[src/rtl/seg7_pkg.sv]
// rtl/seg7_pkg.sv - shared constants and types for the seven-segment scan decoder
// Purpose: segment pattern table (active-low, bit0=A .. bit6=G), error nibble,
//          segment bit positions and the per-digit working-buffer entry type.
// Ports:   none (package)
package seg7_pkg;

  localparam logic [6:0] SEG_PAT_0 = 7'h40;
  localparam logic [6:0] SEG_PAT_1 = 7'h79;
  localparam logic [6:0] SEG_PAT_2 = 7'h24;
  localparam logic [6:0] SEG_PAT_3 = 7'h30;
  localparam logic [6:0] SEG_PAT_4 = 7'h19;
  localparam logic [6:0] SEG_PAT_5 = 7'h12;
  localparam logic [6:0] SEG_PAT_6 = 7'h02;
  localparam logic [6:0] SEG_PAT_7 = 7'h78;
  localparam logic [6:0] SEG_PAT_8 = 7'h00;
  localparam logic [6:0] SEG_PAT_9 = 7'h10;

  localparam logic [3:0] ERR_NIBBLE = 4'hF;

  localparam int SEG_A_BIT  = 0;
  localparam int SEG_G_BIT  = 6;
  localparam int SEG_DP_BIT = 7;

  typedef struct packed {
    logic       err;
    logic       dp;
    logic [3:0] bcd;
  } seg7_digit_t;

endpackage

[src/rtl/seg7_pattern_decode.sv]
// rtl/seg7_pattern_decode.sv - combinational 7-segment pattern to BCD lookup
// Purpose: map an active-low A..G pattern to a decimal digit; unknown patterns
//          give the error nibble with o_err set.
// Ports:   i_seg   [6:0] active-low segments A..G
//          o_digit [3:0] decoded digit or ERR_NIBBLE
//          o_err         1 = pattern not in table
module seg7_pattern_decode
  import seg7_pkg::*;
(
  input  logic [6:0] i_seg,
  output logic [3:0] o_digit,
  output logic       o_err
);

  always_comb begin
    o_digit = ERR_NIBBLE;
    o_err   = 1'b1;
    case (i_seg)
      SEG_PAT_0: begin o_digit = 4'd0; o_err = 1'b0; end
      SEG_PAT_1: begin o_digit = 4'd1; o_err = 1'b0; end
      SEG_PAT_2: begin o_digit = 4'd2; o_err = 1'b0; end
      SEG_PAT_3: begin o_digit = 4'd3; o_err = 1'b0; end
      SEG_PAT_4: begin o_digit = 4'd4; o_err = 1'b0; end
      SEG_PAT_5: begin o_digit = 4'd5; o_err = 1'b0; end
      SEG_PAT_6: begin o_digit = 4'd6; o_err = 1'b0; end
      SEG_PAT_7: begin o_digit = 4'd7; o_err = 1'b0; end
      SEG_PAT_8: begin o_digit = 4'd8; o_err = 1'b0; end
      SEG_PAT_9: begin o_digit = 4'd9; o_err = 1'b0; end
      default:   ;
    endcase
  end

endmodule

[src/rtl/seg7_scan_decoder.sv]
// rtl/seg7_scan_decoder.sv - snoops a multiplexed 7-segment display and rebuilds frames
// Purpose: synchronize the segment/strobe buses, wait for a settled dwell on a
//          single digit, decode it into a working buffer and publish a full
//          frame with a valid/ready handshake.
// Ports:   clk, rst_n (async active-low)
//          seg_in   [7:0]            active-low segments A..G, bit7 = DP
//          dig_en_n [NUM_DIGITS-1:0] active-low digit strobes
//          bcd_out  [4*NUM_DIGITS-1:0], dp_out, err_out - published frame
//          out_valid / out_ready      frame handshake
//          overrun                    pulse when an unaccepted frame is replaced
module seg7_scan_decoder
  import seg7_pkg::*;
#(
  parameter int NUM_DIGITS = 4,
  parameter int SETTLE_CYC = 8
) (
  input  logic                    clk,
  input  logic                    rst_n,
  input  logic [7:0]              seg_in,
  input  logic [NUM_DIGITS-1:0]   dig_en_n,
  output logic [4*NUM_DIGITS-1:0] bcd_out,
  output logic [NUM_DIGITS-1:0]   dp_out,
  output logic [NUM_DIGITS-1:0]   err_out,
  output logic                    out_valid,
  input  logic                    out_ready,
  output logic                    overrun
);

  localparam logic [7:0] CNT_MAX = 8'(SETTLE_CYC - 1);
  localparam logic [7:0] CNT_CAP = 8'(SETTLE_CYC - 2);

  logic [7:0]            r_seg_s1, r_seg_s2, r_seg_prev;
  logic [NUM_DIGITS-1:0] r_dig_s1, r_dig_s2, r_dig_prev;
  logic [7:0]            r_cnt;
  logic [NUM_DIGITS-1:0] r_mask;
  seg7_digit_t           r_wbuf [NUM_DIGITS];

  logic                  w_changed;
  logic [NUM_DIGITS-1:0] w_dig_act;
  logic                  w_one_low;
  logic                  w_capture;
  logic                  w_frame_done;
  logic [3:0]            w_digit;
  logic                  w_err;

  seg7_pattern_decode u_decode (
    .i_seg   (r_seg_s2[SEG_G_BIT:SEG_A_BIT]),
    .o_digit (w_digit),
    .o_err   (w_err)
  );

  assign w_changed    = (r_seg_s2 != r_seg_prev) || (r_dig_s2 != r_dig_prev);
  assign w_dig_act    = ~r_dig_s2;
  // exactly one strobe active: non-zero and a power of two
  assign w_one_low    = (w_dig_act != '0) &&
                        ((w_dig_act & (w_dig_act - NUM_DIGITS'(1))) == '0);
  // the counter steps from SETTLE_CYC-2 to SETTLE_CYC-1 only once per dwell,
  // since it saturates at SETTLE_CYC-1 until the next input change
  assign w_capture    = !w_changed && (r_cnt == CNT_CAP) && w_one_low;
  assign w_frame_done = &r_mask;

  always_ff @(posedge clk or negedge rst_n) begin
    if (!rst_n) begin
      r_seg_s1   <= '1;
      r_seg_s2   <= '1;
      r_seg_prev <= '1;
      r_dig_s1   <= '1;
      r_dig_s2   <= '1;
      r_dig_prev <= '1;
      r_cnt      <= '0;
      r_mask     <= '0;
      for (int i = 0; i < NUM_DIGITS; i++) r_wbuf[i] <= '0;
      bcd_out    <= '0;
      dp_out     <= '0;
      err_out    <= '0;
      out_valid  <= 1'b0;
      overrun    <= 1'b0;
    end else begin
      r_seg_s1   <= seg_in;
      r_seg_s2   <= r_seg_s1;
      r_seg_prev <= r_seg_s2;
      r_dig_s1   <= dig_en_n;
      r_dig_s2   <= r_dig_s1;
      r_dig_prev <= r_dig_s2;

      if (w_changed)
        r_cnt <= '0;
      else if (r_cnt != CNT_MAX)
        r_cnt <= r_cnt + 8'd1;

      for (int i = 0; i < NUM_DIGITS; i++) begin
        if (w_capture && w_dig_act[i]) begin
          r_wbuf[i].bcd <= w_digit;
          r_wbuf[i].err <= w_err;
          r_wbuf[i].dp  <= ~r_seg_s2[SEG_DP_BIT];
        end
      end
      r_mask <= (w_frame_done ? '0 : r_mask) | (w_capture ? w_dig_act : '0);

      overrun <= 1'b0;
      if (w_frame_done) begin
        for (int i = 0; i < NUM_DIGITS; i++) begin
          bcd_out[4*i +: 4] <= r_wbuf[i].bcd;
          dp_out[i]         <= r_wbuf[i].dp;
          err_out[i]        <= r_wbuf[i].err;
        end
        out_valid <= 1'b1;
        // replacing a frame the consumer has not taken this cycle
        overrun   <= out_valid && !out_ready;
      end else if (out_valid && out_ready) begin
        out_valid <= 1'b0;
      end
    end
  end

endmodule
[config.mk]
export PLATFORM = sky130hd
export DESIGN_NAME = seg7_scan_decoder
export DESIGN_NICKNAME = d
export VERILOG_FILES = /design/src/rtl/seg7_pkg.sv /design/src/rtl/seg7_pattern_decode.sv /design/src/rtl/seg7_scan_decoder.sv
export SDC_FILE = /design/constraint.sdc
export NUM_CORES = 1
export LEC_CHECK = 0
export ABC_CLOCK_PERIOD_IN_PS = 2540
export BUFFER_PORTS_ARGS = -buffer_cell sky130_fd_sc_hd__buf_4
export CORE_MARGIN = 2
export CORE_UTILIZATION = 40
export DETAILED_ROUTE_END_ITERATION = 10
export PLACE_DENSITY = 0.57
export SYNTH_ARGS = -nofsm -noshare
export SYNTH_HDL_FRONTEND = slang
export SYNTH_SLANG_ARGS = --single-unit
[constraint.sdc]
create_clock -name clk -period 2.54 [get_ports clk]
set_input_delay 0.127 -clock clk [delete_from_list [all_inputs] [get_ports clk]]
set_output_delay 0.127 -clock clk [all_outputs]
set_load 0.1 [all_outputs]
Word level (Yosys, flattened, before mapping)
Index checks and enable logic that the tools add are counted.

Add/sub/neg operators: 2. Multipliers: 0. Div/mod/pow operators: 0. Magnitude comparators: 0. Eq/ne operators: 13. Shift operators: 0. Muxes and demuxes: 9. Bitwise logic cells: 4. Reductions and logical operators: 19.

Operators with widths (count): $pmux W4 S10 (1); $eq A7 B5 Y1 const B (3); $eq A7 B7 Y1 const B (3); $mux W8 (2); $eq A7 B6 Y1 const B (2); $reduce_or A10 Y1 (1); $logic_and A1 B1 Y1 (9); $add A8 B1 Y8 const B (1); $eq A8 B3 Y1 const B (1); $mux W4 (2); $ne A8 B3 Y1 const B (1); $ne A8 B8 Y1 (1); $eq A7 B2 Y1 const B (1); $logic_not A7 Y1 (1); $and A4 B4 Y4 (1); $logic_not A4 Y1 (1); $mux W1 (4); $ne A4 B4 Y1 (1); $not A4 Y4 (1); $or A4 B4 Y4 (1); $reduce_and A4 Y1 (1); $reduce_bool A2 Y1 (2); $reduce_bool A4 Y1 (1); $sub A4 B1 Y4 const B (1); 3 further kinds (4).

Register bits after elaboration: 98. Bits in latches: 0. Bits in writable memories: 0. Bits in read-only memories: 0. Input port bits: 15. Output and inout bits: 26. Word-level logic and storage cells: 72. Memories: 0.

Logic depth before layout (Yosys ltp)
Depth in word-level cells: 8. Depth in mapped cells: 7. Gate-level depth less buffers: 6.

By module
From an unflattened synthesis, not the netlist that was laid out.

Cell total of the unflattened synthesis: 261. Area total of the unflattened synthesis: 3783.6 um^2.

By module, submodules not included: seg7_scan_decoder (times used 1, cells each 232, area an instance 3587.2 um^2, seq. area each 2497.4 um^2); seg7_pattern_decode (times used 1, cells each 29, area an instance 196.4 um^2, seq. area each 0.0 um^2).

Least setup slack after synthesis
OpenSTA, ideal clock, no wires.

Kind: register -> register. From: register r_seg_s2[4]. To: register r_wbuf[12] (netlist name). Library setup time: 125 ps. Arrival: 2119 ps. Required time: 2415 ps. Setup slack: 296 ps. Cell stages (with the launch flop): 8. Path buffers: 2. Period minus slack after synthesis: 2244 ps. Cells stage by stage: dfstp_2 -> clkbuf_1 -> xor2_1 -> nor4_1 -> nand3_1 -> buf_6 -> nor4_4 -> mux2_2.

Word-level cells in the longest chain between the ends: 6. Elaborated cells between the ends (all ways): 17. Those cells by class: eq/ne (10); mux (1); reduce/logical (6).

RTL lines: from (decl) (RTL line seg7_scan_decoder.sv:32) `logic [7:0] r_seg_s1, r_seg_s2, r_seg_prev;`; from (signal assigned) (RTL line seg7_scan_decoder.sv:80) `r_seg_s2 <= r_seg_s1;`; $ne A8 B8 Y1 (RTL line seg7_scan_decoder.sv:52) `assign w_changed = (r_seg_s2 != r_seg_prev) || (r_dig_s2 != r_dig_prev);`; $logic_or A1 B1 Y1 (RTL line seg7_scan_decoder.sv:52); $logic_not A1 Y1 (RTL line seg7_scan_decoder.sv:59) `assign w_capture = !w_changed && (r_cnt == CNT_CAP) && w_one_low;`; $logic_and A1 B1 Y1 (2 in series) (RTL line seg7_scan_decoder.sv:59); $logic_and A1 B1 Y1 (RTL line seg7_scan_decoder.sv:92) `if (w_capture && w_dig_act[i]) begin`; to (decl) (RTL line seg7_scan_decoder.sv:36) `seg7_digit_t r_wbuf [NUM_DIGITS];`.

Several ways; a longest one is shown, not always the timed one. A chain may end at the register's enable or synchronous reset.

Worst setup path in the final report
From: register r_dig_s2[1]. To: register r_wbuf[19] (netlist name).

Word-level cells in the longest chain between the ends: 7. Elaborated cells between the ends (all ways): 12. Those cells by class: add/sub (1); eq/ne (1); bitwise (2); reduce/logical (8).

RTL lines: from (decl) (RTL line seg7_scan_decoder.sv:33) `logic [NUM_DIGITS-1:0] r_dig_s1, r_dig_s2, r_dig_prev;`; from (signal assigned) (RTL line seg7_scan_decoder.sv:83) `r_dig_s2 <= r_dig_s1;`; $not A4 Y4 (RTL line seg7_scan_decoder.sv:53) `assign w_dig_act = ~r_dig_s2;`; $sub A4 B1 Y4 (RTL line seg7_scan_decoder.sv:56) `((w_dig_act & (w_dig_act - NUM_DIGITS'(1))) == '0);`; $and A4 B4 Y4 (RTL line seg7_scan_decoder.sv:56); $logic_not A4 Y1 (RTL line seg7_scan_decoder.sv:56); $logic_and A1 B1 Y1 (RTL line seg7_scan_decoder.sv:55) `assign w_one_low = (w_dig_act != '0) &&`; $logic_and A1 B1 Y1 * (RTL line seg7_scan_decoder.sv:59); $logic_and A1 B1 Y1 * (RTL line seg7_scan_decoder.sv:92).

Every way passes the cells marked *; elsewhere a longest branch is shown, timed or not.

==> flow_summary.toml <==
[pwr]
p_seq_share_pct = 55.9
power.internal_mw = 2.323
ir_drop_mv = 0.3326
total_power_mw = 2.925
power_frac_clock_pct = 40.2
cellPowerDensity_nw_per_um2 = 630.8
p_leak_nw = 2.218
combPwrFrac_pct = 3.8
switching_share_pct = 20.59
p_sw_mw = 0.6021

[critical_path]
crit_type = "reg -> reg"
critPathLaunchType = "flip-flop"
cp_max_fo = 7
worstPathRequired_ns = 2.79
cp-end-kind = "flip-flop"
worst_ep_arrival_time_ns = 2.63
ff2ff_setup_slack_ns = 0.16

[timing]
timing_hold_violations_final = 0
maxSlewViolCount = 0
fin_setup_tns_ns = 0
whs_ns = 0.02797
worstMarginPinSlew_ns = 0.6896
fmax_ghz = 0.4197
fin_worst_skew_ns = 0.01499
rsz0062_at_grt = "false"
timing.final.crit_period_ns = 2.383
timing.final.crit_share_pct = 93.81
setup_viol = 0
relSlewSlack_pct = 54.03
fin_ws_ns = 0.1571

[floorplan]
start_util_pct = 41.19
pin_count = 41
die_x_um = 101.5
design.core.area_um2 = 9240
die_area_um2 = 10310
core.rowCount = 35
die_h_um = 101.5

[global_routing]
grtUsageTotal_pct = 13.44
grt_start_max_net_pins = 55
antenna_found_initial = 0
overflow = 0
grt_pass1_vias = 2143
grt_first_pass_wirelength_um = 10580

[clock_network]
cts_buffer_depth = 2
cts_root_buf = "clkbuf_8"
post-cts-setup-buffers = 0
cts_buffers = 9
clkSlewWorstSetupHoldPaths_ns = 0.10
cts_resized = 0
htreeDepth = 3
tritoncts = "yes"
cts_sinks = 98
clock_latency_ns = 0.36

[placement]
io_buffers = 40
hpwl_um = 4194
dp_cells = 433
place_congestion = 0.8345
dp_slack_ns = 0.1646
post_dp_cell_area_um2 = 4267

[final_layout]
syn_to_final_growth_pct = 21.83
utilization_pct = 50.18
fin_nets = 345
diodes = 0
finalNonFillerCells = 462
finalInstanceArea_um2 = 4637
layout-drive-gt1-share_pct = 43.54

[yosys]
yosys.area.top_type = "dfrtp_1"
synth.avg_cell_area_um2 = 14.26
ys_seq_area_share_pct = 65.61
synthCells = 267
synth-seq-cells = 98
yosysTopAreaCellShare_pct = 40.76
syn-num-nets = 284
synth_warnings = 0
synth.distinct_cells = 44
netlist_area_um2 = 3806
synth.area.top_cells = "dfrtp_1 41%, dfstp_2 25%, mux2_2 12%"

[drt]
via_per_inst = 4.682
drt-total-wl_um = 6181
dr_total_vias = 2163
first_pass_iters = 4
wl_per_cell_um = 13.38
dr.first_iter.drc_count = 49
ant_nets = 0
drc = 0

[job]
cap_violations = 0

[min_path]
min_path_type = "in -> reg"

[run_status]
status = "completed"
layout make-up:
| type | count | area (µm²) |
|---|---|---|
| clock inverter | 6 | 112.6 |
| fill | 803 | 4603 |
| inverter | 6 | 22.52 |
| clock buffer | 10 | 127.6 |
| multi-input combinational | 152 | 1212 |
| sequential | 98 | 2497 |
| tap | 129 | 161.4 |
| timing repair buffer | 61 | 503.0 |
timing repair:
item / 4_1_cts / 5_1_grt
hold buffers: 13 / 0
endpoints found under the hold margin: 63 / 0
setup endpoints to repair: 0 / 0
logic make-up after synthesis:
logic type,synth area share (%)
AO/OA/AOI/OAI,3.748
adder cells (fa/ha/maj),0.6574
XOR/XNOR,4.142
multiplexers,12.89
flip-flops,65.61
AND/OR/NAND/NOR,10.42
buffers and inverters,2.531
power by group through the flow:
stage / clock (mW) / combinational, mW / sequential, mW
6_report: 1.18 / 0.113 / 1.64
5_1_grt: 1.28 / 0.128 / 1.64
3_3_place_gp: 0 / 0.100 / 1.66
3_5_place_dp: 0 / 0.100 / 1.67
2_1_floorplan: 0 / 0.0453 / 1.65
4_1_cts: 1.22 / 0.116 / 1.64
registers in the layout (all words and copies together) (netlist names):
name and cells:
bcd_out 16, dp_out 4, err_out 4, out_valid 1, overrun 1, r_cnt 8
r_dig_prev 4, r_dig_s1 4, r_dig_s2 4, r_mask 4, r_seg_prev 8, r_seg_s1 8
r_seg_s2 8, r_wbuf 24
Yosys cell counts (all sizes together):
| cell | n |
|---|---|
| a22o | 1 |
| nand2 | 15 |
| nor4 | 5 |
| o21bai | 1 |
| nor4bb | 1 |
| xnor2 | 1 |
| a32o | 1 |
| nor2 | 14 |
| nor3b | 2 |
| or3 | 2 |
| a211oi | 2 |
| clkbuf | 5 |
| o211a | 1 |
| o31ai | 1 |
| or4b | 1 |
| nor2b | 5 |
| dfstp | 36 |
| mux2 | 40 |
| nand2b | 1 |
| mux2i | 4 |
| nand4 | 4 |
| inv | 6 |
| and3 | 3 |
| nand3 | 6 |
| or4 | 1 |
| nor3 | 3 |
| and2 | 1 |
| nand3b | 2 |
| ha | 2 |
| a22oi | 1 |
| a21o | 3 |
| o221ai | 1 |
| a21oi | 2 |
| buf | 6 |
| dfrtp | 62 |
| nand4b | 1 |
| xor2 | 17 |
| o21ai | 7 |
final timing paths:
kind / from / end / cells after the start
min in group asynchronous: rst_n / err_out[3] / 2
worst min-delay path: out_ready / overrun / 3
max in group asynchronous: rst_n / r_seg_prev[3] / 3
worst max-delay path: r_dig_s2[1] / r_wbuf[19] / 5
worst min register to register: r_dig_s1[1] / r_dig_s2[1] / 0
worst max register to register: r_dig_s2[1] / r_wbuf[19] / 5
worst max-delay path, cell delays in order, from the launching register on:
cell and delay [ns]:
dfstp_2 0.59, xor2_1 0.08, nor4_1 0.35, nand3_1 0.30
or3_1 0.59, mux2_1 0.37
per-layer routing:
layer / global-route usage, % / share of wire (%) / vias to the layer above
li1: - / - / 1042
met1: 18.41 / 48 / 1057
met2: 20.39 / 46 / 55
met3: 3.244 / 4.3 / 9
met4: 5.925 / 1.8 / 0
met5: 0 / 0 / -
cells in the final DEF (no fill, tap or decap), types with 2 or more instances in the layout:
cell / count
a211oi_1: 2
nor4_4: 2
nor3_1: 3
ha_1: 2
nor4_1: 2
a21o_1: 3
mux2_2: 39
o21ai_0: 7
nand2_1: 14
buf_4: 47
bufinv_16: 3
nand3b_1: 2
dfstp_2: 36
nand3_1: 6
and3_1: 3
dlygate4sd3_1: 13
mux2i_1: 4
nor2_1: 13
xor2_1: 17
nor2b_1: 5
dfrtp_1: 62
inv_1: 6
or3_1: 2
nand4_1: 4
nor3b_1: 2
clkbuf_8: 9
a21oi_1: 2
(Power assumes the default switching activity.)
